### config.mk
export PLATFORM = sky130hd
export DESIGN_NAME = tetris_input_ctrl
export DESIGN_NICKNAME = d
export VERILOG_FILES = /design/src/rtl/tetris_input_ctrl.sv
export SDC_FILE = /design/constraint.sdc
export NUM_CORES = 1
export LEC_CHECK = 0
export ABC_AREA = 1
export CORE_UTILIZATION = 27
export CTS_BUF_LIST = sky130_fd_sc_hd__clkbuf_16
export DETAILED_ROUTE_END_ITERATION = 16
export PLACE_DENSITY = 0.51
export SETUP_SLACK_MARGIN = 0.1
export SYNTH_ARGS = -nofsm -noshare
export SYNTH_HDL_FRONTEND = slang
export SYNTH_SLANG_ARGS = --single-unit
### constraint.sdc
create_clock -name Clk -period 2.2 [get_ports Clk]
set_input_delay 0.22 -clock Clk [delete_from_list [all_inputs] [get_ports Clk]]
set_output_delay 0.22 -clock Clk [all_outputs]
set_load 0.05 [all_outputs]
### src/rtl/tetris_input_ctrl.sv
// tetris_input_ctrl
//   Turns the raw USB HID keycode into per-frame Tetris move commands.
//   The keycode is sampled once per video frame. Left/right use delayed
//   auto-shift followed by auto-repeat. Soft drop repeats at a fixed rate.
//   Rotate and hard drop fire once per press. Commands are registered and
//   held for a whole frame, so the frame-clocked game logic samples them
//   safely.
//
//   Optional macro KEY_ARROWS_EN: when defined, the arrow keys 0x50/0x4F/0x51/0x52
//   also map to LEFT/RIGHT/SOFT/ROT.
//
// Ports
//   Clk         in   50 MHz system clock
//   Reset_n     in   asynchronous active-low reset
//   frame_clk   in   frame strobe (~VGA_VS), asynchronous to Clk
//   keycode     in   [7:0] current HID keycode, 0x00 = no key
//   move_left   out  shift piece left this frame
//   move_right  out  shift piece right this frame
//   soft_drop   out  drop piece one row this frame
//   rotate_cw   out  rotate piece clockwise this frame
//   hard_drop   out  drop piece to floor this frame
//   frame_tick  out  one-Clk pulse per synchronized frame_clk rising edge
module tetris_input_ctrl #(
  parameter int DAS_FRAMES  = 10,
  parameter int ARR_FRAMES  = 3,
  parameter int SOFT_FRAMES = 2
) (
  input  logic       Clk,
  input  logic       Reset_n,
  input  logic       frame_clk,
  input  logic [7:0] keycode,
  output logic       move_left,
  output logic       move_right,
  output logic       soft_drop,
  output logic       rotate_cw,
  output logic       hard_drop,
  output logic       frame_tick
);

  typedef enum logic [1:0] {IDLE, DAS_WAIT, REPEAT, HOLD} state_t;
  typedef enum logic [2:0] {A_NONE, A_LEFT, A_RIGHT, A_SOFT, A_ROT, A_HARD} act_t;

  function automatic act_t decode(input logic [7:0] kc);
    act_t a;
    case (kc)
      8'h04:   a = A_LEFT;
      8'h07:   a = A_RIGHT;
      8'h16:   a = A_SOFT;
      8'h1A:   a = A_ROT;
      8'h2C:   a = A_HARD;
`ifdef KEY_ARROWS_EN
      8'h50:   a = A_LEFT;
      8'h4F:   a = A_RIGHT;
      8'h51:   a = A_SOFT;
      8'h52:   a = A_ROT;
`endif
      default: a = A_NONE;
    endcase
    return a;
  endfunction

  // frame_clk synchronizer: fs1/fs2 resynchronize, fs3 is the edge detector.
  // The tick itself is registered, so it rises 2-3 Clk after frame_clk.
  logic fs1, fs2, fs3;

  always_ff @(posedge Clk or negedge Reset_n) begin
    if (!Reset_n) begin
      fs1        <= 1'b0;
      fs2        <= 1'b0;
      fs3        <= 1'b0;
      frame_tick <= 1'b0;
    end else begin
      fs1        <= frame_clk;
      fs2        <= fs1;
      fs3        <= fs2;
      frame_tick <= fs2 & ~fs3;
    end
  end

  state_t     state, state_nxt;
  logic [5:0] cnt, cnt_nxt;
  logic [7:0] prev_key;
  logic [4:0] cmd, cmd_nxt;   // {hard, rot, soft, right, left}
  logic       fire;

  act_t act;
  logic changed;

  // Comparing the raw keycode, not the decoded action: switching between
  // two codes with the same action is still a new press.
  assign act     = decode(keycode);
  assign changed = (keycode != prev_key);

  // State register; everything advances only on the frame tick.
  always_ff @(posedge Clk or negedge Reset_n) begin
    if (!Reset_n) begin
      state    <= IDLE;
      cnt      <= '0;
      prev_key <= '0;
      cmd      <= '0;
    end else if (frame_tick) begin
      state    <= state_nxt;
      cnt      <= cnt_nxt;
      prev_key <= keycode;
      cmd      <= cmd_nxt;
    end
  end

  // Next-state logic.
  always_comb begin
    state_nxt = state;
    cnt_nxt   = cnt;
    fire      = 1'b0;
    if (changed) begin
      if (act == A_NONE) begin
        state_nxt = IDLE;
        cnt_nxt   = '0;
      end else begin
        // A new press restarts from scratch regardless of current state.
        fire = 1'b1;
        case (act)
          A_LEFT, A_RIGHT: begin state_nxt = DAS_WAIT; cnt_nxt = 6'd1; end
          A_SOFT:          begin state_nxt = REPEAT;   cnt_nxt = 6'd1; end
          default:         begin state_nxt = HOLD;     cnt_nxt = '0;   end
        endcase
      end
    end else begin
      case (state)
        DAS_WAIT: begin
          if (cnt == 6'(DAS_FRAMES)) begin
            fire      = 1'b1;
            cnt_nxt   = 6'd1;
            state_nxt = REPEAT;
          end else begin
            cnt_nxt = cnt + 6'd1;
          end
        end
        REPEAT: begin
          if (cnt == ((act == A_SOFT) ? 6'(SOFT_FRAMES) : 6'(ARR_FRAMES))) begin
            fire    = 1'b1;
            cnt_nxt = 6'd1;
          end else begin
            cnt_nxt = cnt + 6'd1;
          end
        end
        default: ;  // IDLE and HOLD wait for a key change
      endcase
    end
  end

  // Output decode: at most one command bit, rewritten every tick.
  always_comb begin
    cmd_nxt = '0;
    if (fire) begin
      case (act)
        A_LEFT:  cmd_nxt[0] = 1'b1;
        A_RIGHT: cmd_nxt[1] = 1'b1;
        A_SOFT:  cmd_nxt[2] = 1'b1;
        A_ROT:   cmd_nxt[3] = 1'b1;
        A_HARD:  cmd_nxt[4] = 1'b1;
        default: ;
      endcase
    end
  end

  assign move_left  = cmd[0];
  assign move_right = cmd[1];
  assign soft_drop  = cmd[2];
  assign rotate_cw  = cmd[3];
  assign hard_drop  = cmd[4];

endmodule
==> results of run 1 <==
cells in the final DEF (no fill, tap or decap), drive strengths merged:
cell	count
nand2	86
nor2	33
inv	26
dfrtp	25
nand3	19
clkdlybuf4s50	16
o21ai	11
ha	4
xor2	3
nand4	3
clkbuf	3
nor3	2
buf	2
clkinv	1
nor4	1
xnor2	1
nor3b	1
or2	1
nand3b	1
clkinvlp	1
kinds of logic (layout without fill, tap and decap cells):
| group | after synthesis | after routing | synth area share [%] |
|---|---|---|---|
| adders and majority gates | 4 | 4 | 3.14 |
| buffers and inverters | 30 | 49 | 7.46 |
| and+or+nand+nor | 147 | 147 | 43.6 |
| AOI/OAI and AO/OA | 11 | 11 | 4.40 |
| DFF | 25 | 25 | 39.2 |
| xor gates and xnor gates | 4 | 4 | 2.20 |
worst paths after layout:
| check | from | depth (start not counted) | end | slack (ns) |
|---|---|---|---|---|
| max | frame_tick$_DFF_PN0_ | 1 | frame_tick | 0.37 |
| min | Reset_n | 2 | fs1$_DFF_PN0_ | 0.32 |
| max reg2reg | cnt[0]$_DFFE_PN0P_ | 8 | cnt[2]$_DFFE_PN0P_ | 0.60 |
| min reg2reg | fs1$_DFF_PN0_ | 0 | fs2$_DFF_PN0_ | 0.37 |
| max in group asynchronous | Reset_n | 2 | cnt[2]$_DFFE_PN0P_ | 1.64 |
| min in group Clk | fs1$_DFF_PN0_ | 0 | fs2$_DFF_PN0_ | 0.37 |
Yosys cell counts:
cell type	number
buf_1	1
buf_2	1
clkbuf_1	1
clkinv_4	1
dfrtp_1	25
ha_1	4
inv_1	20
inv_2	6
nand2_1	76
nand2_2	7
nand2_4	3
nand3_1	17
nand3_2	1
nand3_4	1
nand3b_1	1
nand4_1	3
nor2_1	27
nor2_2	3
nor2_4	2
nor2_8	1
nor3_1	2
nor3b_1	1
nor4_1	1
o21ai_0	8
o21ai_1	1
o21ai_2	1
o21ai_4	1
or2_2	1
xnor2_1	1
xor2_1	3
layer usage:
metal / track usage [%] / up-vias / part of all wire (%)
met3: 2.41 / 7 / 2.5
met2: 20.0 / 15 / 45
met5: 0 / - / 0
met1: 16.5 / 607 / 51
met4: 4.36 / 0 / 1.8
li1: - / 729 / -
sequential cells by signal (all words and copies together), names as in the netlist:
name / count
prev_key: 8
fs1: 1
fs3: 1
cnt: 6
cmd: 5
frame_tick: 1
fs2: 1
state: 2
power by group through the flow:
stage	Sequential (mW)	Clock (mW)	Combinational, mW
global placement	0.511	0	0.180
detailed placement	0.511	0	0.180
CTS	0.502	0.430	0.180
floorplan	0.509	0	0.118
global route	0.506	0.449	0.203
finish	0.502	0.415	0.177
layout make-up:
cell class / count / share of cell area [%]
Multi-Input combinational cell: 166 / 44.0
Sequential cell: 25 / 32.4
Timing Repair Buffer: 18 / 9.08
Inverter: 27 / 5.51
Tap cell: 72 / 4.67
Clock buffer: 3 / 3.89
Clock inverter: 1 / 0.389
==> results.sh, run 1 <==
export IMPL_finalSetupViolCount=0
export IMPL_cts_max_level=1
export IMPL_totalNegativeSetupSlack_ns=0
export IMPL_globalRouteTotalUtil_pct=12.4
export IMPL_critical_path_startpoint_type="flip-flop"
export IMPL_maxCapViolCount=0
export IMPL_ios=17
export IMPL_wire_length_of_the_first_global_routing_pass_um=6010
export IMPL_grt_antenna_before_repair=0
export IMPL_post_dp_hpwl_um=2580
export IMPL_pwr_share_seq_pct=45.9
export IMPL_firstDrtPassIters=4
export IMPL_remaining_drcs=0
export IMPL_place_area_um2=1850
export IMPL_worst_pin_slew_ns=0.493
export IMPL_p_switching_mw=0.297
export IMPL_synth_seq_cells=25
export IMPL_layout_core_utilization_pct=34.4
export IMPL_switching_share_pct=27.2
export IMPL_timing_fmax_mhz=546
export IMPL_clk_path_buf_depth=2
export IMPL_power_density_cell_area_nw_per_um2=567
export IMPL_cp_arrival_ns=1.61
export IMPL_synthesis_yosys_warnings=0
export IMPL_worst_skew_pair_late_latency_ns=0.26
export IMPL_effective_utilization_at_floorplan_pct=28.4
export IMPL_dr_total_vias=1358
export IMPL_std_cell_rows=27
export IMPL_fin_total_pwr_mw=1.09
export IMPL_cts_inserted_buffers=3
export IMPL_combinational_share_of_power_pct=16.1
export IMPL_place_ws_ns=0.280
export IMPL_regArea_um2=626
export IMPL_placeableCoreArea_um2=5610
export IMPL_vdd_drop_max_mv=0.312
export IMPL_syn_nets=236
export IMPL_tritoncts_clock_tree="done"
export IMPL_final_critical_path_setup_slack_ns=0.367
export IMPL_via_per_inst=4.35
export IMPL_grt_max_degree=26
export IMPL_cts_setup_buffers=0
export IMPL_grt_ovf=0
export IMPL_final_hold_viol_count=0
export IMPL_synth_cells=221
export IMPL_drive_gt1_share_pct=14.2
export IMPL_fp_dieH_um=78.8
export IMPL_period_needed_ns=1.83
export IMPL_post_route_antenna_net_violation_count=0
export IMPL_synth_cell_type_count=30
export IMPL_timing_max_slew_rel_slack_pct=67.0
export IMPL_clock_pin_slew_reported_for_the_worst_setup_and_hold_paths_after_clock_tree_synthesis_ns=0.07
export IMPL_drt_first_iter_violations=76
export IMPL_cp_cell_sequence="clkdlybuf4s50_1"
export IMPL_stdcell_count=312
export IMPL_final_net_count=256
export IMPL_gpl_final_weighted_congestion=0.812
export IMPL_required_ns=1.98
export IMPL_endpoint_kind="output port"
export IMPL_cts_hold_fix_buffers=0
export IMPL_die_area_um2=6210
export IMPL_final_hold_worst_slack_ns=0.319
export IMPL_cp_peak_stage_delay_ns=0.86
export IMPL_slowest_stage="clkdlybuf4s50_1"
export IMPL_part_of_the_power_in_the_clock_network_pct=38.0
export IMPL_number_of_clock_sinks_seen_by_cts=25
export IMPL_final_min_period_over_clock_period_pct=83.3
export IMPL_grt_pass1_vias=1316
export IMPL_synthTopCellsByArea="dfrtp_1 39%, nand2_1 18%, nor2_1 6.4%, nand3_1 5.3%, inv_1 4.7%"
export IMPL_wirelength_um=3300
export IMPL_synthToLayoutAreaGrowth_pct=21.0
export IMPL_nFillCells=624
export IMPL_hold_class="input pin to async pin"
export IMPL_netlist_area_leader_share_pct=39.2
export IMPL_diodes=0
export IMPL_critPathKind="flip-flop to output port"
export IMPL_synth_top_area_cell="dfrtp_1"
export IMPL_post_place_cells=308
export IMPL_status="completed"
export IMPL_finish_instance_area_um2=1930
export IMPL_ctsRootBufferMaster="clkbuf_16"
export IMPL_critPathTopFamily="buffers and inverters"
export IMPL_count_of_buffers_inserted_at_the_top_level_ports=16
export IMPL_worst_path_max_fanout=7
export IMPL_post_cts_resized=0
export IMPL_critical_path_buf_inv_count=1
export IMPL_final_max_slew_violation_count=0
export IMPL_synthesis_area_um2=1590
export IMPL_internal_power_mw=0.797
export IMPL_setup_repair_after_global_routing_missed_its_margin="no"
export IMPL_post_synth_cell_area_avg_um2=7.21
export IMPL_wl_per_cell_um=10.6
export IMPL_fin_worst_skew_ns=0.00471
export IMPL_power_leakage_nw=0.973
export IMPL_synth_seq_area_share_pct=39.2
export IMPL_chipWidth_um=78.8
export IMPL_multi_input_area_um2=850
No activity file was read; power rests on OpenSTA's default activity.
==> run 2, diff against run 1 <==
PLACE_DENSITY = 0.53   (was 0.51)
clock period = 1.68 ns   (was 2.2 ns; I/O delays follow)
==> run 2 against run 1 <==
  * Non-clock buffer count rose by 16
  * Global-route usage grew 0.25 points
  * Worst setup slack lost 0.15 ns
  * Utilization up 2.9 points
  * Sequential share of layout area is 2.4 points lower
  * Combinational power rose by 49%
  * Hold slack got worse by 0.085 ns
  * Wire length increased by 5.3%
  * Design area increased by 8.3%
  * First-iteration DRC count decreased by 22%
  * Via count increased by 3.8%
  * Critical endpoint is now cnt[2]$_DFFE_PN0P_
  * Largest cell class unchanged
  * Largest power group unchanged
==> results.sh, run 2 (same netlist as run 1, synthesis figures left out) <==
export IMPL_status="completed"
export IMPL_critPathKind="flip-flop to flip-flop"
export IMPL_fin_worst_skew_ns=0.00428
export IMPL_endpoint_kind="flip-flop"
export IMPL_drt_first_iter_violations=59
export IMPL_final_net_count=272
export IMPL_cts_hold_fix_buffers=0
export IMPL_std_cell_rows=27
export IMPL_worst_skew_pair_late_latency_ns=0.26
export IMPL_part_of_the_power_in_the_clock_network_pct=36.7
export IMPL_die_area_um2=6210
export IMPL_number_of_clock_sinks_seen_by_cts=25
export IMPL_required_ns=1.87
export IMPL_grt_antenna_before_repair=0
export IMPL_final_hold_viol_count=0
export IMPL_grt_max_degree=26
export IMPL_globalRouteTotalUtil_pct=12.7
export IMPL_pwr_share_seq_pct=45.2
export IMPL_effective_utilization_at_floorplan_pct=28.4
export IMPL_count_of_buffers_inserted_at_the_top_level_ports=16
export IMPL_grt_pass1_vias=1363
export IMPL_layout_cells_most_common_list="76 x nand2_1, 24 x dfrtp_1, 21 x buf_4"
export IMPL_cts_inserted_buffers=3
export IMPL_final_hold_worst_slack_ns=0.233
export IMPL_hold_class="input pin to flip-flop"
export IMPL_mostFrequentLayoutCell="nand2_1"
export IMPL_final_min_period_over_clock_period_pct=87.0
export IMPL_gpl_final_weighted_congestion=0.838
export IMPL_wire_length_of_the_first_global_routing_pass_um=6220
export IMPL_clk_path_buf_depth=2
export IMPL_p_switching_mw=0.394
export IMPL_ios=17
export IMPL_combinational_share_of_power_pct=18.2
export IMPL_firstDrtPassIters=4
export IMPL_grt_ovf=0
export IMPL_wirelength_um=3470
export IMPL_cts_setup_buffers=0
export IMPL_post_dp_hpwl_um=2680
export IMPL_drive_gt1_share_pct=24.6
export IMPL_via_per_inst=4.30
export IMPL_post_route_antenna_net_violation_count=0
export IMPL_layout_top_registers="prev_key (8), cnt (6), cmd (5)"
export IMPL_max_flop_register="prev_key"
export IMPL_dr_total_vias=1410
export IMPL_worst_path_max_fanout=3
export IMPL_critical_path_startpoint_type="flip-flop"
export IMPL_ctsRootBufferMaster="clkbuf_16"
export IMPL_period_needed_ns=1.46
export IMPL_final_max_slew_violation_count=0
export IMPL_placeableCoreArea_um2=5610
export IMPL_power_density_cell_area_nw_per_um2=696
export IMPL_cp_arrival_ns=1.65
export IMPL_switching_share_pct=27.1
export IMPL_timing_max_slew_rel_slack_pct=67.6
export IMPL_power_leakage_nw=1.14
export IMPL_wl_per_cell_um=10.6
export IMPL_fp_dieH_um=78.8
export IMPL_totalNegativeSetupSlack_ns=0
export IMPL_setup_repair_after_global_routing_missed_its_margin="no"
export IMPL_largest_register_ffs=8
export IMPL_remaining_drcs=0
export IMPL_cts_max_level=1
export IMPL_worst_pin_slew_ns=0.488
export IMPL_internal_power_mw=1.06
export IMPL_synthToLayoutAreaGrowth_pct=31.1
export IMPL_finalSetupViolCount=0
export IMPL_maxCapViolCount=0
export IMPL_clock_pin_slew_reported_for_the_worst_setup_and_hold_paths_after_clock_tree_synthesis_ns=0.07
export IMPL_tritoncts_clock_tree="done"
export IMPL_vdd_drop_max_mv=0.329
export IMPL_chipWidth_um=78.8
export IMPL_timing_fmax_mhz=684
export IMPL_diodes=0
## run 2: cell types whose count changed in the layout (fill, tap and decap cells not counted), sizes merged
cell and change:
buf +19, clkdlybuf4s50 -13, dlymetal6s2s +7, dlygate4sd2 +3, clkinv +1, clkinvlp -1
## run 2: layout make-up
class	instances	area [um^2]
multi-input cells	166	885
flip-flops and latches	25	627
inverters	27	106
fillers	614	3520
clock inverters	1	5.00
repair buffers	34	302
well taps	72	90.1
clock buffers	3	75.1
## run 2: layer usage
layer	global-route usage, %	routed length (um)	up-vias
met5	0	0	-
li1	-	-	759
met2	20.2	1570	18
met4	4.91	44	0
met1	17.3	1770	629
met3	1.84	96	4
## run 2: power groups by stage
stage	Sequential, mW	Combinational (mW)	Clock, mW
after floorplan	0.667	0.154	0
after global placement	0.667	0.257	0
after detailed placement	0.668	0.260	0
after CTS	0.656	0.261	0.564
after global routing	0.660	0.300	0.570
final	0.657	0.264	0.533
## run 2: per-stage QoR
stage	setup slack, ns	power, mW	std cells	instance area (um^2)	utilization (%)
detailed placement	-0.127	0.928	324	1960	35.0
finish	0.218	1.45	328	2090	37.3
CTS	0.139	1.48	328	2040	36.3
global route	0.0952	1.53	328	2090	37.3
floorplan	0.194	0.821	221	1600	-
global placement	-0.143	0.924	324	1960	35.0
## run 2: critical path, cell delays in order, from the launching register on
cell and delay (ns):
dfrtp_1 0.39, inv_1 0.07, ha_2 0.21, o21ai_2 0.09, or2_2 0.30, nor2_1 0.17
nand3_1 0.09, o21ai_1 0.07
## run 2: worst paths after layout
kind | start | to | slack [ns] | cells after the start
worst max register to register | state[0]$_DFFE_PN0P_ | cnt[2]$_DFFE_PN0P_ | 0.22 | 7
worst max-delay path | state[0]$_DFFE_PN0P_ | cnt[2]$_DFFE_PN0P_ | 0.22 | 7
max in group asynchronous | Reset_n | frame_tick$_DFF_PN0_ | 1.13 | 2
worst min register to register | fs1$_DFF_PN0_ | fs2$_DFF_PN0_ | 0.36 | 0
worst min-delay path | keycode[4] | prev_key[4]$_DFFE_PN0P_ | 0.23 | 3
min in group asynchronous | Reset_n | cnt[4]$_DFFE_PN0P_ | 0.28 | 2
## run 2: repair_timing
item	in CTS	in global routing
resized for setup	3	18
pin swaps	0	3
setup endpoints to repair	3	13
==> run 3, diff against run 2 <==
MAX_ROUTING_LAYER = met4   (was not set)
==> results of run 3 <==
The final DEF is identical to that of run 2; final timing and power are the same.
Among the figures that moved: final weighted congestion in routability-driven placement 0.838 -> 0.851; overall routing resource usage 12.7% -> 13.0%
